===== config.mk =====
export PLATFORM = sky130hd
export DESIGN_NAME = gwct_cmd_parser
export DESIGN_NICKNAME = d
export VERILOG_FILES = /design/src/rtl/gwct_pkg.sv /design/src/rtl/gwct_cmd_parser.sv
export SDC_FILE = /design/constraint.sdc
export NUM_CORES = 1
export LEC_CHECK = 0
export BUFFER_PORTS_ARGS = -buffer_cell sky130_fd_sc_hd__buf_2
export CAP_MARGIN = 20
export CORE_MARGIN = 2
export CORE_UTILIZATION = 59
export DETAILED_ROUTE_END_ITERATION = 12
export PLACE_DENSITY = 0.85
export REMOVE_ABC_BUFFERS = 1
export SETUP_SLACK_MARGIN = 0.02
export SKIP_CTS_REPAIR_TIMING = 1
export SKIP_LAST_GASP = 1
export SLEW_MARGIN = 15
export SYNTH_ARGS = -nofsm -noshare
export SYNTH_HDL_FRONTEND = slang
export SYNTH_SLANG_ARGS = --single-unit

===== constraint.sdc =====
create_clock -name clk -period 2.9 [get_ports clk]
set_input_delay 0.435 -clock clk [delete_from_list [all_inputs] [get_ports clk]]
set_output_delay 0.435 -clock clk [all_outputs]
set_load 0.02 [all_outputs]

===== src/rtl/gwct_pkg.sv =====
// gwct_pkg: framing constants, status codes, parser state encoding and the
// response-byte selector shared by the command parser.
package gwct_pkg;

  localparam logic [7:0] SYNC_REQ  = 8'hA5;
  localparam logic [7:0] SYNC_RSP  = 8'h5A;
  localparam logic [7:0] OP_READ   = 8'h01;
  localparam logic [7:0] OP_WRITE  = 8'h02;

  localparam logic [7:0] ST_OK     = 8'h00;
  localparam logic [7:0] ST_SLVERR = 8'h01;
  localparam logic [7:0] ST_BAD_OP = 8'h02;

  // Response lengths: sync + status, optionally followed by 4 rdata bytes.
  localparam logic [2:0] RSP_LEN_SHORT = 3'd2;
  localparam logic [2:0] RSP_LEN_READ  = 3'd6;

  typedef enum logic [2:0] {
    S_IDLE = 3'd0,
    S_OP   = 3'd1,
    S_ADDR = 3'd2,
    S_DATA = 3'd3,
    S_EXEC = 3'd4,
    S_WAIT = 3'd5,
    S_RESP = 3'd6
  } state_e;

  // Byte at position idx of a response frame.
  function automatic logic [7:0] rsp_byte(input logic [2:0]  idx,
                                          input logic [7:0]  status,
                                          input logic [31:0] rdata);
    logic [7:0] b;
    case (idx)
      3'd0:    b = SYNC_RSP;
      3'd1:    b = status;
      3'd2:    b = rdata[7:0];
      3'd3:    b = rdata[15:8];
      3'd4:    b = rdata[23:16];
      3'd5:    b = rdata[31:24];
      default: b = 8'h00;
    endcase
    return b;
  endfunction

endpackage


===== src/rtl/gwct_cmd_parser.sv =====
// gwct_cmd_parser: turns a UART byte stream into single APB read/write
// commands and streams back a framed response. Partial packets are dropped
// after an inter-byte timeout; bytes arriving while a command is in flight
// or a response is being sent are discarded and flagged on rx_drop.
module gwct_cmd_parser
  import gwct_pkg::*;
#(
  parameter int TIMEOUT_CYCLES = 100000
) (
  input  logic        clk,
  input  logic        rst,
  input  logic [7:0]  rx_data,
  input  logic        rx_valid,
  output logic [7:0]  tx_data,
  output logic        tx_valid,
  input  logic        tx_ready,
  output logic [31:0] cmd_addr,
  output logic [31:0] cmd_wdata,
  output logic        cmd_write,
  output logic        cmd_valid,
  input  logic        cmd_ready,
  input  logic [31:0] cmd_rdata,
  input  logic        cmd_error,
  output logic        busy,
  output logic        rx_drop
);

  localparam int               CNT_W   = $clog2(TIMEOUT_CYCLES) + 1;
  localparam logic [CNT_W-1:0] TO_LAST = CNT_W'(TIMEOUT_CYCLES - 1);
  localparam logic [CNT_W-1:0] TO_ZERO = {CNT_W{1'b0}};
  localparam logic [CNT_W-1:0] TO_ONE  = {{(CNT_W-1){1'b0}}, 1'b1};

  state_e            state_q;
  logic [CNT_W-1:0]  to_cnt_q;
  logic [1:0]        lane_q;
  logic [2:0]        rsp_idx_q;
  logic [2:0]        rsp_len_q;
  logic [7:0]        status_q;
  logic [31:0]       rdata_q;
  logic [7:0]        tx_data_q;
  logic              tx_valid_q;
  logic [31:0]       cmd_addr_q;
  logic [31:0]       cmd_wdata_q;
  logic              cmd_write_q;
  logic              cmd_valid_q;
  logic              busy_q;

  logic              rx_phase;
  logic              drop_phase;

  // Packet-collection states run the inter-byte timeout; command/response
  // states reject incoming bytes.
  assign rx_phase   = (state_q == S_OP) || (state_q == S_ADDR) || (state_q == S_DATA);
  assign drop_phase = (state_q == S_EXEC) || (state_q == S_WAIT) || (state_q == S_RESP);

  assign rx_drop   = rx_valid & drop_phase;
  assign tx_data   = tx_data_q;
  assign tx_valid  = tx_valid_q;
  assign cmd_addr  = cmd_addr_q;
  assign cmd_wdata = cmd_wdata_q;
  assign cmd_write = cmd_write_q;
  assign cmd_valid = cmd_valid_q;
  assign busy      = busy_q;

  // Parser FSM with registered outputs and the inter-byte timeout counter.
  always_ff @(posedge clk) begin
    if (rst) begin
      state_q     <= S_IDLE;
      to_cnt_q    <= TO_ZERO;
      lane_q      <= 2'd0;
      rsp_idx_q   <= 3'd0;
      rsp_len_q   <= 3'd0;
      status_q    <= 8'h00;
      rdata_q     <= 32'h0000_0000;
      tx_data_q   <= 8'h00;
      tx_valid_q  <= 1'b0;
      cmd_addr_q  <= 32'h0000_0000;
      cmd_wdata_q <= 32'h0000_0000;
      cmd_write_q <= 1'b0;
      cmd_valid_q <= 1'b0;
      busy_q      <= 1'b0;
    end else begin
      case (state_q)
        S_IDLE: begin
          if (rx_valid && (rx_data == SYNC_REQ)) begin
            state_q <= S_OP;
            busy_q  <= 1'b1;
          end
        end
        S_OP: begin
          if (rx_valid) begin
            if ((rx_data == OP_READ) || (rx_data == OP_WRITE)) begin
              cmd_write_q <= (rx_data == OP_WRITE);
              lane_q      <= 2'd0;
              state_q     <= S_ADDR;
            end else begin
              // Unknown opcode: answer immediately, never touch the bus.
              status_q   <= ST_BAD_OP;
              rsp_len_q  <= RSP_LEN_SHORT;
              rsp_idx_q  <= 3'd0;
              tx_data_q  <= SYNC_RSP;
              tx_valid_q <= 1'b1;
              state_q    <= S_RESP;
            end
          end
        end
        S_ADDR: begin
          if (rx_valid) begin
            cmd_addr_q[{lane_q, 3'b000} +: 8] <= rx_data;
            lane_q <= lane_q + 2'd1;
            if (lane_q == 2'd3) begin
              if (cmd_write_q) begin
                state_q <= S_DATA;
              end else begin
                cmd_valid_q <= 1'b1;
                state_q     <= S_EXEC;
              end
            end
          end
        end
        S_DATA: begin
          if (rx_valid) begin
            cmd_wdata_q[{lane_q, 3'b000} +: 8] <= rx_data;
            lane_q <= lane_q + 2'd1;
            if (lane_q == 2'd3) begin
              cmd_valid_q <= 1'b1;
              state_q     <= S_EXEC;
            end
          end
        end
        S_EXEC: begin
          cmd_valid_q <= 1'b0;
          state_q     <= S_WAIT;
        end
        S_WAIT: begin
          if (cmd_ready) begin
            rdata_q    <= cmd_rdata;
            status_q   <= cmd_error ? ST_SLVERR : ST_OK;
            rsp_len_q  <= cmd_write_q ? RSP_LEN_SHORT : RSP_LEN_READ;
            rsp_idx_q  <= 3'd0;
            tx_data_q  <= SYNC_RSP;
            tx_valid_q <= 1'b1;
            state_q    <= S_RESP;
          end
        end
        S_RESP: begin
          if (tx_valid_q && tx_ready) begin
            if (rsp_idx_q == (rsp_len_q - 3'd1)) begin
              tx_valid_q <= 1'b0;
              tx_data_q  <= 8'h00;
              rsp_idx_q  <= 3'd0;
              busy_q     <= 1'b0;
              state_q    <= S_IDLE;
            end else begin
              rsp_idx_q <= rsp_idx_q + 3'd1;
              tx_data_q <= rsp_byte(rsp_idx_q + 3'd1, status_q, rdata_q);
            end
          end
        end
        default: begin
          tx_valid_q  <= 1'b0;
          cmd_valid_q <= 1'b0;
          busy_q      <= 1'b0;
          state_q     <= S_IDLE;
        end
      endcase

      // A received byte always restarts the timeout, even on the expiry cycle.
      if (rx_phase) begin
        if (rx_valid) begin
          to_cnt_q <= TO_ZERO;
        end else if (to_cnt_q == TO_LAST) begin
          to_cnt_q <= TO_ZERO;
          lane_q   <= 2'd0;
          busy_q   <= 1'b0;
          state_q  <= S_IDLE;
        end else begin
          to_cnt_q <= to_cnt_q + TO_ONE;
        end
      end else begin
        to_cnt_q <= TO_ZERO;
      end
    end
  end

endmodule


==> results of run 1 <==
path summary, 6_finish.rpt:
path / startpoint / to / slack [ns] / cells after the start
hold reg to reg: cmd_addr[18] / cmd_addr[18] / 0.45 / 2
setup reg to reg: rsp_idx_q[0] / tx_data[3] / 0.60 / 6
setup / recovery: rsp_idx_q[0] / tx_data[3] / 0.60 / 6
hold / removal: cmd_rdata[10] / rdata_q[10] / 0.13 / 3
per-layer routing:
layer,share of wire,track usage
met1,0.39,0.361
met2,0.50,0.505
met3,0.078,0.0746
met4,0.029,0.125
met5,0,0
worst register-to-register path, delay by kind of cell, from the launching register on:
kind / cells / cell delay (ns)
and+or+nand+nor: 1 / 0.18
xor gates and xnor gates: 1 / 0.67
AOI/OAI and AO/OA: 3 / 0.69
adders and majority gates: 1 / 0.30
DFF: 1 / 0.39
placed cells by master, fill, tap and decap left out, types with 8 or more instances in the layout:
master / synthesis / layout
buf_2: 22 / 121
nor3_1: 11 / 11
clkbuf_16: 0 / 16
ha_1: 11 / 11
xnor2_1: 11 / 11
a21oi_1: 120 / 120
and2_1: 11 / 11
a221oi_1: 8 / 8
inv_1: 16 / 16
nand3_1: 76 / 76
dfxtp_1: 138 / 138
nor2_1: 40 / 40
nand2_1: 151 / 151
logic make-up (layout without fill, tap and decap cells):
| logic type | count (synthesis) | count (layout) | synth area share |
|---|---|---|---|
| DFF | 138 | 138 | 0.467 |
| xor gates and xnor gates | 19 | 19 | 0.0294 |
| AOI/OAI and AO/OA | 167 | 167 | 0.166 |
| and+or+nand+nor | 328 | 328 | 0.258 |
| muxes | 4 | 4 | 0.00698 |
| adders and majority gates | 11 | 11 | 0.0233 |
| buffers and inverters | 67 | 175 | 0.0491 |
per-stage QoR:
| stage | cells | cell area, um2 | setup WS [ns] |
|---|---|---|---|
| after floorplan | 683 | 5680 | 0.727 |
| after global placement | 943 | 6500 | 0.822 |
| after detailed placement | 943 | 6500 | 0.658 |
| after CTS | 975 | 7060 | 0.619 |
| after global routing | 975 | 7060 | 0.393 |
| final | 975 | 7060 | 0.604 |
registers in the layout (all words and copies together) (netlist names):
signal,count
busy,1
cmd_addr,32
cmd_valid,1
cmd_wdata,32
cmd_write,1
lane_q,2
rdata_q,32
rsp_idx_q,3
rsp_len_q,2
state_q,3
status_q,2
to_cnt_q,18
tx_data,8
tx_valid,1
where the power goes:
group | internal, W | switching [W] | total, W
combinational | 0.0000292 | 0.0000702 | 0.0000994
clock | 0.00118 | 0.000841 | 0.00202
sequential | 0.00190 | 0.000000581 | 0.00190
Yosys cell counts, types with 4 or more instances:
cell / number / area (um2)
a21oi_1: 120 / 601
o21ai_0: 5 / 25.0
nand4_1: 6 / 37.5
buf_1: 4 / 15.0
nor2b_1: 5 / 31.3
xnor2_1: 11 / 96.3
a22oi_1: 7 / 52.6
ha_1: 11 / 138
a211oi_1: 4 / 30.0
and2_1: 11 / 68.8
dfxtp_1: 138 / 2760
xor2_1: 7 / 61.3
nor3_1: 11 / 55.1
buf_2: 22 / 110
clkbuf_1: 23 / 86.3
nand2_1: 151 / 567
nand3_1: 76 / 380
inv_1: 16 / 60.1
nand3b_1: 4 / 30.0
a221oi_1: 8 / 70.1
nor2_1: 40 / 150
and3_1: 4 / 25.0
layout make-up:
class                           count  area, um2
Clock buffer                       19        442
Clock inverter                     13        120
Fill cell                         721       2710
Inverter                           16       60.1
Multi-Input combinational cell    529       2860
Sequential cell                   138       2760
Tap cell                          133        166
Timing Repair Buffer              127        651
==> impl_results.md, run 1 <==
* Max_cap viols at 0
* Post-Syn Area at 5910 um2
* IO Count at 123
* Final setup vio count at 0
* CTS Root Cell: clkbuf_8
* Initial Util at 0.605
* First-pass GRT wire length at 26300 um
* Global-route usage over all layers at 0.298
* Final Hold Fails at 0
* Clk_skew at 0.00572 ns
* Total CTS buffers at 17
* Via count at 5748
* Synth Register Bits at 138
* Final WL at 16000 um
* Req. time, crit path at 3.35 ns
* RSZ-0062 raised after global routing: false
* P&R area growth vs syn at 19.4%
* Crit end category: flip-flop
* Post-synthesis cell type count at 57
* EDFF count, synth at 0
* Crit-path slowest cell: xnor2_2
* Leak Pwr at 2.65 nW
* Clk buf depth at 2
* Setup TNS at 0 ns
* Max incr delay on CP at 0.66 ns
* Sink Count at 138
* Clock tree from TritonCTS: yes
* Chip height at 104 um
* Most frequent CP cell: a21oi_1
* Worst-path clk slew at 0.06 ns
* Largest net degree at the start of global routing at 88
* DP Wirelength at 10400 um
* Worst-path cell chain: ha_1, xnor2_2, o21ai_1, a21oi_1, a21oi_1, nor3_1
* Synth warn at 0
* Ys flop type: dfxtp_1
* Register area share after synthesis at 0.467
* Row count at 36
* Hold_ws at 0.134 ns
* Die area at 10800 um2
* Iteration-0 DRC count of the detailed router at 460
* Layout Nets at 886
* Hold WC Path Type: in2reg
* Worst slew pin tran at 0.960 ns
* Core area at 9770 um2
* Port bufs at 122
* Crit path arrival time at 2.75 ns
* Status: finished clean
* Htree depth at 4
* GPL Wtd Cong at 0.937
* Vias/cell at 5.90
* Crit path max-delay family: compound AO/OA/AOI/OAI gates
* Worst-skew pair later-pin latency at 0.53 ns
* Buf/Inv on CP at 0
* Worst-path fanout max at 19
* F_max at 435 MHz
* Fin crit share at 0.792
* Setup CP Type: reg2reg
* # DRC at 0
* Die width at 104 um
* Vias in the first global route at 5588
* VDD IR max at 0.385 mV
* PD cells at 569 nW/um2
* Antenna violations before repair at 0
* Antenna cell count at 0
* Post-layout minimum cycle time at 2.30 ns
* Avg Synthesized Cell Area at 8.06 um2
* DRT Pass-1 Iters at 5
* Startpoint types: flip-flop
* Slew Limit Fails at 0
* Gr ovfl total at 0
* Slew HR at 0.356
* Drt wl/cell at 16.4 um
* Gate Count Post-Synth at 734
* Routed Antenna Nets at 0
* Layout cells sized above 1 at 0.203
* Async SR Flop Fraction at 0
* End-of-flow core utilization at 0.723
* Total power at 0.00402 W
Power figures use the tool's default switching activity.
==> inputs of run 2 (changes only) <==
--- a/config.mk
+++ b/config.mk
@@ -8,9 +8,9 @@
 export BUFFER_PORTS_ARGS = -buffer_cell sky130_fd_sc_hd__buf_2
 export CAP_MARGIN = 20
 export CORE_MARGIN = 2
-export CORE_UTILIZATION = 59
+export CORE_UTILIZATION = 49
 export DETAILED_ROUTE_END_ITERATION = 12
-export PLACE_DENSITY = 0.85
+export PLACE_DENSITY = 0.76
 export REMOVE_ABC_BUFFERS = 1
 export SETUP_SLACK_MARGIN = 0.02
 export SKIP_CTS_REPAIR_TIMING = 1
==> constraint.sdc (replaced) <==
create_clock -name clk -period 2.1 [get_ports clk]
set_input_delay 0.315 -clock clk [delete_from_list [all_inputs] [get_ports clk]]
set_output_delay 0.315 -clock clk [all_outputs]
set_load 0.02 [all_outputs]
==> run 2 against run 1 <==
Routed wire length decreased by 6.6%; sequential share of layout area fell by 1.1 points; worst hold slack got worse by 0.0031 ns; utilization decreased by 11 points; total power grew 45%; clock skew rose by 0.0032 ns; largest power group unchanged; final area increased by 2.9%; combinational power grew 46%; first-iteration DRC count rose by 30%; sequential power rose by 38%; sequential cell count is the same.
==> impl_results.md, run 2 (synthesized netlist as in run 1, its figures left out) <==
* Buf/Inv on CP at 0
* Hold WC Path Type: in2reg
* Via count at 5429
* Antenna cell count at 0
* Routed Antenna Nets at 0
* Iteration-0 DRC count of the detailed router at 598
* Crit end category: flip-flop
* Most frequent cells in the layout: nand2_1 (151), dfxtp_1 (138), buf_2 (121)
* P&R area growth vs syn at 22.9%
* Row count at 40
* Worst slew pin tran at 0.819 ns
* Clk_skew at 0.00892 ns
* Worst-path clk slew at 0.06 ns
* Max_cap viols at 0
* PD cells at 803 nW/um2
* Worst-skew pair later-pin latency at 0.42 ns
* CTS Root Cell: clkbuf_16
* Clk buf depth at 2
* Total CTS buffers at 17
* Setup CP Type: reg2reg
* RSZ-0062 raised after global routing: false
* Filler cells at 1110
* GPL Wtd Cong at 0.847
* Setup TNS at 0 ns
* First-pass GRT wire length at 24300 um
* Most common cell after layout, fill and taps aside: nand2_1
* Initial Util at 0.497
* Layout Nets at 904
* VDD IR max at 0.496 mV
* Startpoint types: flip-flop
* Crit path arrival time at 2.26 ns
* Final Hold Fails at 0
* Global-route usage over all layers at 0.233
* Max incr delay on CP at 0.54 ns
* Worst-path fanout max at 13
* Worst-path cell chain: nand2_1, or3_1, a211oi_2, a22oi_1, nor2_1
* Status: finished clean
* Die width at 114 um
* Req. time, crit path at 2.45 ns
* Port bufs at 122
* Gr ovfl total at 0
* Post-layout minimum cycle time at 1.91 ns
* Leak Pwr at 2.78 nW
* Hold_ws at 0.131 ns
* Die area at 13000 um2
* # DRC at 0
* IO Count at 123
* Antenna violations before repair at 0
* Core area at 11900 um2
* Sink Count at 138
* Slew Limit Fails at 0
* Htree depth at 4
* Chip height at 114 um
* Vias/cell at 5.39
* Dpl cell area at 6650 um2
* Post-route cell area at 7270 um2
* Final setup vio count at 0
* Vias in the first global route at 4986
* F_max at 524 MHz
* Slew HR at 0.454
* DP Wirelength at 9970 um
* Fin crit share at 0.909
* Final WL at 14900 um
* End-of-flow core utilization at 0.610
* Layout cells sized above 1 at 0.219
* Clock tree from TritonCTS: yes
* Drt wl/cell at 14.8 um
* Crit-path slowest cell: dfxtp_1
* DRT Pass-1 Iters at 6
* Crit path max-delay family: simple AND/OR/NAND/NOR gates
* Largest net degree at the start of global routing at 82
==> run 2: cell types whose count changed in the layout (fill, tap and decap cells not counted) <==
cell,delta
bufinv_16,+2
clkinvlp_4,-2
inv_6,-1
clkinv_4,-2
clkbuf_16,+1
clkbuf_1,+1
clkinv_2,+1
buf_4,+18
==> run 2: worst min-delay path, stage by stage <==
cell,delay [ns]
buf_2,0.09
nand2_1,0.04
a21oi_1,0.05
==> run 2: area by class of cell <==
| type | count | area [um2] | share of cell area |
|---|---|---|---|
| inverters | 16 | 60.1 | 0.00826 |
| clock buffers | 21 | 470 | 0.0647 |
| well taps | 147 | 184 | 0.0253 |
| repair buffers | 145 | 786 | 0.108 |
| clock inverters | 11 | 144 | 0.0198 |
| multi-input cells | 529 | 2860 | 0.394 |
| flip-flops and latches | 138 | 2760 | 0.380 |
==> run 2: final timing paths <==
check	start	end	slack, ns	cells after the start
worst max-delay path	state_q[1]	tx_data[2]	0.19	5
worst min-delay path	cmd_rdata[2]	rdata_q[2]	0.13	3
worst max register to register	state_q[1]	tx_data[2]	0.19	5
worst min register to register	cmd_addr[18]	cmd_addr[18]	0.45	2
==> run 2: per-stage QoR <==
step	setup slack (ns)	std cells	power [W]
floorplan	-0.0733	683	0.00269
global placement	0.310	975	0.00282
detailed placement	0.245	975	0.00282
CTS	0.230	1007	0.00586
global route	0.0568	1007	0.00600
finish	0.192	1007	0.00584
==> run 2: metal layers <==
metal	vias up	global-route usage	part of all wire
li1	2755	-	-
met2	128	0.382	0.49
met4	0	0.0520	0.0096
met5	-	0	0
met3	12	0.0553	0.041
met1	2534	0.314	0.46
==> run 2: power by group <==
group | switching (W) | leakage (nW) | internal (W) | total [W]
clock network | 0.00112 | 0.291 | 0.00196 | 0.00307
registers | 0.000000594 | 1.11 | 0.00262 | 0.00262
logic | 0.0000971 | 1.37 | 0.0000479 | 0.000145
==> inputs of run 3 (changes only) <==
--- a/config.mk
+++ b/config.mk
@@ -11,6 +11,7 @@
 export CORE_UTILIZATION = 49
 export DETAILED_ROUTE_END_ITERATION = 12
 export PLACE_DENSITY = 0.76
+export RECOVER_POWER = 25
 export REMOVE_ABC_BUFFERS = 1
 export SETUP_SLACK_MARGIN = 0.02
 export SKIP_CTS_REPAIR_TIMING = 1
==> run 3 against run 2 <==
Worst hold slack barely moved; routed wire length rose by 0.14%; worst setup slack improved by 0.010 ns; die area did not move; clock skew fell by 0.0038 ns; global-route usage did not move; critical path type unchanged; sequential power barely moved; critical endpoint is now tx_data[0].
==> impl_results.md, run 3 (synthesized netlist as in run 1, its figures left out) <==
* GPL Wtd Cong at 0.847
* Clk_skew at 0.00513 ns
* Worst-path fanout max at 13
* Status: finished clean
* Final Hold Fails at 0
* F_max at 527 MHz
* Setup CP Type: reg2reg
* IO Count at 123
* Metal-1 WL at 6800 um
* Hold depth at 3
* Largest net degree at the start of global routing at 82
* Fin crit share at 0.904
* Clk buf depth at 2
* CP startpoint: state_q[1]
* DP Wirelength at 9970 um
* Htree depth at 4
* Worst-path clk slew at 0.06 ns
* Req. time, crit path at 2.45 ns
* # DRC at 0
* Die width at 114 um
* Via count at 5452
* Vias/cell at 5.41
* Reg2reg setup slack at 0.20 ns
* Row count at 40
* VDD IR max at 0.496 mV
* Dpl cell area at 6650 um2
* Routed Antenna Nets at 0
* Post-route cell area at 7200 um2
* PD cells at 811 nW/um2
* P&R area growth vs syn at 21.8%
* Die area at 13000 um2
* Gr ovfl total at 0
* DRT Pass-1 Iters at 5
* CTS Root Cell: clkbuf_16
* Setup TNS at 0 ns
* RSZ-0062 raised after global routing: false
* Reg2reg start: state_q[1]
* Hold_sp: cmd_rdata[28]
* Place WS at 0.245 ns
* Sink of the worst hold path: rdata_q[28]
* Layout cells sized above 1 at 0.157
* Antenna cell count at 0
* Final setup vio count at 0
* Leak Pwr at 2.54 nW
* Most frequent cells in the layout: nand2_1 (151), dfxtp_1 (138), a21oi_1 (120)
* Setup ws final at 0.202 ns
* Clock tree from TritonCTS: yes
* Max_cap viols at 0
* Most common cell after layout, fill and taps aside: nand2_1
* Vias in the first global route at 4986
* Post-layout minimum cycle time at 1.90 ns
* Antenna violations before repair at 0
* Top layer in use: met4
* FF-to-FF path depth at 5
* Chip height at 114 um
* Reg2reg end: tx_data[0]
* Worst-skew pair later-pin latency at 0.42 ns
* Port bufs at 122
* Hold WC Path Type: in2reg
* Worst slew pin tran at 0.832 ns
* Sink Count at 138
* Initial Util at 0.497
* Drt wl/cell at 14.8 um
* First-pass GRT wire length at 24300 um
* Slew HR at 0.446
* Core area at 11900 um2
* Crit path arrival time at 2.25 ns
* Global-route usage over all layers at 0.233
* Layout Nets at 904
* Met2 Wirelength at 7290 um
* Startpoint types: flip-flop
* Iteration-0 DRC count of the detailed router at 564
* Final WL at 15000 um
* Met3 wire length at 729 um
* Crit end category: flip-flop
* Total CTS buffers at 17
* Slew Limit Fails at 0
run 3: cell types whose count changed in the layout (fill, tap and decap cells not counted), sizes merged:
| cell | before | now |
|---|---|---|
| clkbuf | 21 | 74 |
| buf | 145 | 92 |
run 3: final cells by class:
class	count	area [um2]
multi-input cells	529	2860
fillers	1145	4710
inverters	16	60.1
repair buffers	145	719
clock buffers	21	470
clock inverters	11	144
well taps	147	184
flip-flops and latches	138	2760
run 3: metrics by stage:
stage                     hold slack [ns]  std cells  total power [W]   util
after floorplan                     0.384        683          0.00269      -
after global placement              0.440        975          0.00282  0.559
after detailed placement            0.444        975          0.00282  0.559
after CTS                           0.125       1007          0.00586  0.610
after global routing                0.131       1007          0.00600  0.605
final                               0.132       1007          0.00584  0.605
run 3: worst max path at each step:
stage | endpoint | slack, ns | depth (start not counted)
after floorplan | cmd_addr[16] | -0.07 | 5
after global routing | to_cnt_q[15] | 0.06 | 7
after detailed placement | tx_data[2] | 0.25 | 5
after global placement | to_cnt_q[9] | 0.31 | 7
final | tx_data[0] | 0.20 | 5
after CTS | tx_data[5] | 0.23 | 5
run 3: worst max-delay path: stages, from the launching register on:
cell and delay, ns:
dfxtp_1 0.54, nand2_1 0.17, or3_1 0.50, a211oi_2 0.40, a22oi_1 0.12, nor2_1 0.10
run 3: report_power, final:
part / total, W / switching [W] / internal, W
clock: 0.00308 / 0.00112 / 0.00196
sequential: 0.00262 / 0.000000597 / 0.00262
combinational: 0.000145 / 0.0000976 / 0.0000479
total: 0.00584 / 0.00122 / 0.00462
run 3: metal layers:
metal  GRT usage  up-vias
met1       0.314     2541
met2       0.382      140
li1            -     2757
met5           0        -
met4      0.0520        0
met3      0.0553       14
